<file path="config.mk">
export PLATFORM = sky130hd
export DESIGN_NAME = seg_scan_driver
export DESIGN_NICKNAME = d
export VERILOG_FILES = /design/src/rtl/seg_scan_driver.sv
export SDC_FILE = /design/constraint.sdc
export NUM_CORES = 1
export LEC_CHECK = 0
export ABC_AREA = 1
export CELL_PAD_IN_SITES_DETAIL_PLACEMENT = 2
export CELL_PAD_IN_SITES_GLOBAL_PLACEMENT = 2
export CORE_UTILIZATION = 31
export CTS_BUF_LIST = sky130_fd_sc_hd__clkbuf_4
export CTS_CLUSTER_SIZE = 10
export DETAILED_ROUTE_END_ITERATION = 8
export PLACE_DENSITY_LB_ADDON = 0.1
export SETUP_SLACK_MARGIN = 0.02
export SLEW_MARGIN = 20
export SYNTH_ARGS = -nofsm -noshare
export SYNTH_HDL_FRONTEND = slang
export SYNTH_SLANG_ARGS = --single-unit
</file>
<file path="constraint.sdc">
create_clock -name clk -period 2.15 [get_ports clk]
set_clock_uncertainty 0.15 [all_clocks]
set_input_delay 0.43 -clock clk [delete_from_list [all_inputs] [get_ports clk]]
set_output_delay 0.43 -clock clk [all_outputs]
set_load 0.02 [all_outputs]
</file>
<file path="src/rtl/seg_scan_driver.sv">
// Time-multiplexed driver for a common-anode 4-digit 7-segment display.
// Latches the BCD time word once per frame, blanks leading zeros and can blink the whole display.
module seg_scan_driver #(
    parameter int SCAN_DIV     = 50000,
    parameter int BLINK_FRAMES = 64,
    parameter int BLANK_LZ     = 1
) (
    input  logic        clk,
    input  logic        reset,
    input  logic [15:0] Time_in,
    input  logic [3:0]  s_point,
    input  logic        blink_en,
    output logic [3:0]  AN,
    output logic [7:0]  SEGMENT
);

    localparam int PW = (SCAN_DIV > 1) ? $clog2(SCAN_DIV) : 1;
    localparam int FW = $clog2(BLINK_FRAMES + 1);
    localparam logic [PW-1:0] PRE_MAX = PW'(SCAN_DIV - 1);
    localparam logic [FW-1:0] FRM_MAX = FW'(BLINK_FRAMES - 1);

    logic [PW-1:0] pre_q, pre_d;
    logic [1:0]    idx_q, idx_d;
    logic          run_q, run_d;
    logic [FW-1:0] frm_q, frm_d;
    logic          phase_q, phase_d;
    logic [15:0]   time_snap_q, time_snap_d;
    logic [3:0]    sp_snap_q, sp_snap_d;
    logic [3:0]    an_q, an_d;
    logic [7:0]    seg_q, seg_d;

    logic          tick, wrap, blank, dp;
    logic [3:0]    nib;

    function automatic logic [6:0] seg7(input logic [3:0] n);
        case (n)
            4'd0:    seg7 = 7'b1000000;
            4'd1:    seg7 = 7'b1111001;
            4'd2:    seg7 = 7'b0100100;
            4'd3:    seg7 = 7'b0110000;
            4'd4:    seg7 = 7'b0011001;
            4'd5:    seg7 = 7'b0010010;
            4'd6:    seg7 = 7'b0000010;
            4'd7:    seg7 = 7'b1111000;
            4'd8:    seg7 = 7'b0000000;
            4'd9:    seg7 = 7'b0010000;
            default: seg7 = 7'b0111111;
        endcase
    endfunction

    always_comb begin
        tick  = (pre_q == PRE_MAX);
        pre_d = tick ? '0 : pre_q + PW'(1);

        // The first tick after reset opens the digit-0 slot instead of advancing,
        // so scanning restarts at digit 0 one slot after release.
        run_d = run_q | tick;
        idx_d = idx_q;
        wrap  = 1'b0;
        if (tick && run_q) begin
            idx_d = idx_q + 2'd1;
            wrap  = (idx_q == 2'd3);
        end

        time_snap_d = wrap ? Time_in : time_snap_q;
        sp_snap_d   = wrap ? s_point : sp_snap_q;

        frm_d   = frm_q;
        phase_d = phase_q;
        if (!blink_en) begin
            frm_d   = '0;
            phase_d = 1'b1;
        end else if (wrap) begin
            if (frm_q == FRM_MAX) begin
                frm_d   = '0;
                phase_d = ~phase_q;
            end else begin
                frm_d = frm_q + FW'(1);
            end
        end

        nib   = 4'(time_snap_d >> {idx_d, 2'b00});
        dp    = sp_snap_d[idx_d];
        blank = 1'b0;
        if (BLANK_LZ != 0) begin
            case (idx_d)
                2'd3:    blank = (time_snap_d[15:12] == 4'd0) && !sp_snap_d[3];
                2'd2:    blank = (time_snap_d[15:8] == 8'd0) && !sp_snap_d[2];
                default: blank = 1'b0;
            endcase
        end

        // Outputs track the next-state index so they change on the same edge as the slot.
        an_d  = 4'b1111;
        seg_d = 8'hFF;
        if (run_d) begin
            seg_d = blank ? 8'hFF : {~dp, seg7(nib)};
            if (!(blink_en && !phase_d))
                an_d = ~(4'b0001 << idx_d);
        end
    end

    always_ff @(posedge clk or negedge reset) begin
        if (!reset) begin
            pre_q       <= '0;
            idx_q       <= 2'd0;
            run_q       <= 1'b0;
            frm_q       <= '0;
            phase_q     <= 1'b1;
            time_snap_q <= 16'd0;
            sp_snap_q   <= 4'd0;
            an_q        <= 4'b1111;
            seg_q       <= 8'hFF;
        end else begin
            pre_q       <= pre_d;
            idx_q       <= idx_d;
            run_q       <= run_d;
            frm_q       <= frm_d;
            phase_q     <= phase_d;
            time_snap_q <= time_snap_d;
            sp_snap_q   <= sp_snap_d;
            an_q        <= an_d;
            seg_q       <= seg_d;
        end
    end

    assign AN      = an_q;
    assign SEGMENT = seg_q;

endmodule

</file>
==> results_dict.tcl <==
set metrics [dict create \
    outcome "complete, but fails checks" \
    failed_checks "setup timing" \
    vias_per_cell 5.038 \
    synth-edff-count 0 \
    syn_nets 438 \
    clk_latency_ns 0.49 \
    worstPathCellList "ha_4, nand3_4, nor2_4, buf_6, nand4_4, nand2_2, nand2_2, nand2_2, nand2_2, nor2_4, inv_4, ha_4, inv_2, nand3_4, nand3_2, nand3_2" \
    critPathLaunchType "flip-flop" \
    fin_cells 705 \
    via_count 3552 \
    worst_pin_slew_ns 0.4616 \
    cts_sinks 59 \
    yosys_warnings 0 \
    routed_wl_um 17010 \
    met3_usage_pct 6.482 \
    grt_first_pass_wirelength_um 19910 \
    setup_viol 24 \
    synthCells 407 \
    rows 36 \
    crit_path_end_kind "flip-flop" \
    cts_root_buf "clkbuf_4" \
    holdCritPathClass "in -> async" \
    layout_commonest_cell "buf_4" \
    overflow 0 \
    die_x_um 103.6 \
    whs_ns 0.3232 \
    avgSynthCellArea_um2 7.858 \
    slowest_stage "dfrtp_1" \
    first_pass_iters 4 \
    netlist.area_leader.share_pct 35.99 \
    p_per_area_nw_per_um2 355.2 \
    post-route-drc-count 0 \
    ys_ff_latch 59 \
    first_global_vias 3882 \
    cpMostUsedCell "nand2_2" \
    finalHoldViolCount 0 \
    start_util_pct 32.42 \
    dieArea_um2 10730 \
    cp_data_arrival_time_ns 2.88 \
    ios 35 \
    clock_path_buffers 2 \
    fp.coreArea_um2 9864 \
    grt_max_degree 60 \
    antenna_found_initial 0 \
    cts_buffers 9 \
    port_buffers 34 \
    final_cell_mix "90 x buf_4, 66 x nand2_1, 51 x nand2_2" \
    drv_slew 0 \
    htree_levels 3 \
    drive_gt1_share_pct 55.24 \
    synth-async-reset-ratio_pct 100.0 \
    syn_area_um2 3198 \
    yosys-top-cells-area "dfrtp_1 36%, nand2_1 15%, dfstp_2 11%" \
    wl_per_cell_um 24.13 \
    yosys.area.top_type "dfrtp_1" \
    use_met2_pct 46.74 \
    relSlewSlack_pct 69.11 \
    cts_tree "yes" \
    grtUsageTotal_pct 24.44 \
    crit_type "reg -> reg" \
    grt_setup_unrepaired "yes" \
    ant_nets 0 \
    final_nets 598 \
    power.leakage_nw 2.550 \
    grt_busiest_layer "met2" \
    drtIter0Drc 97 \
    fin_ws_ns -0.4723 \
    area_delta_synth_final_pct 70.31 \
    synthFlopType "dfrtp_1" \
    max_stage_delay_ns 0.43 \
    irDropWorstVdd_uv 317.5 \
    crit_required_ns 2.41 \
    gp_congestion 0.8252 \
    power_mw 1.935 \
    fill_cells 1013 \
    antenna_cells 0 \
    die_h_um 103.6 \
    seq_area_frac_synth_pct 46.67 \
    hpwl_um 7997 \
    achievable-frequency_ghz 0.3813 \
    synth_cell_types 31 \
    fin_tns_setup_ns -5.214 \
    grt_use_met1_pct 25.59 \
    cap_violations 0 \
    min_period_over_period_pct 122.0 \
    fin_crit_ns 2.622 \
    path_max_fanout 5 \
    placedCellCount 644 \
    clk_pin_slew_ns 0.12 \
]
## worst max-delay path, delay by kind of cell, from the launching register on
family | cells | cell delay [ns]
simple gates | 11 | 1.32
buf+inv | 3 | 0.29
flops | 1 | 0.43
fa+ha+maj | 2 | 0.34
## where the power goes
group	switching, mW	total [mW]	internal [mW]
sequential	0.0000000195	1.11	1.11
clock	0.491	0.728	0.237
combinational	0.0483	0.0966	0.0483
total	0.539	1.93	1.40
## cell usage after synthesis, types with 6 or more instances
library cell and count:
nor2_4 7, dfstp_2 13, nand2_1 124, nand2_2 17, dfrtp_1 46, inv_2 6, ha_1 8, nand3_1 31
a21oi_1 13, inv_1 52, nand4_1 12, nor2_1 39
## registers in the layout (all words and copies together) (netlist names)
register     count
AN               4
time_snap_q     16
phase_q          1
idx_q            2
sp_snap_q        4
pre_q           16
frm_q            7
SEGMENT          8
run_q            1
## layer usage
| layer | vias to the layer above | wire [um] | part of all wire, % |
|---|---|---|---|
| met2 | 100 | 9143 | 54 |
| li1 | 1596 | - | - |
| met4 | 0 | 879 | 5.2 |
| met5 | - | 0 | 0 |
| met1 | 1795 | 6414 | 38 |
| met3 | 61 | 575 | 3.4 |
## cell type report
| class | count | area, um2 | area share, % |
|---|---|---|---|
| clock inverters | 6 | 32.53 | 0.5973 |
| inverters | 60 | 241.5 | 4.434 |
| clock buffers | 10 | 75.07 | 1.378 |
| well taps | 133 | 166.4 | 3.055 |
| repair buffers | 154 | 1363 | 25.02 |
| flip-flops and latches | 59 | 1493 | 27.41 |
| multi-input cells | 283 | 2076 | 38.11 |
## what timing repair did
action                     CTS  global route
hold buffers                 1             0
setup endpoints to repair   31            31
cloned                       1             0
buffers inserted            18            34
hold endpoints to repair    46             0
pin swaps                   24            57
gates resized for setup     65           151
## stage by stage
stage / util [%] / worst slack (ns) / instance area, um2
final: 55.21 / -0.4723 / 5446
after global routing: 55.21 / -0.5955 / 5446
after CTS: 47.50 / -0.3362 / 4686
after detailed placement: 43.18 / -0.6120 / 4259
after global placement: 43.18 / -0.4645 / 4259
after floorplan: - / -0.08150 / 3221
## path summary, 6_finish.rpt
path | start | slack [ns] | endpoint | depth (start not counted)
worst max-delay path | pre_q[0] | -0.47 | SEGMENT[0] | 16
worst min-delay path | reset | 0.32 | pre_q[15] | 3
worst max register to register | pre_q[0] | -0.47 | SEGMENT[0] | 16
worst min register to register | sp_snap_q[0] | 0.36 | sp_snap_q[0] | 2
max in group asynchronous | reset | 1.19 | SEGMENT[4] | 3
min in group clk | sp_snap_q[0] | 0.36 | sp_snap_q[0] | 2
## cell families (layout without fill, tap and decap cells)
group / Yosys count / after routing / share of synthesized area [%]
xor gates and xnor gates: 3 / 3 / 0.8217
and+or+nand+nor: 246 / 247 / 36.15
AOI/OAI and AO/OA: 25 / 25 / 4.617
DFF: 59 / 59 / 46.67
adders and majority gates: 8 / 8 / 3.130
buffers and inverters: 66 / 230 / 8.607
No activity file was read; power rests on OpenSTA's default activity.
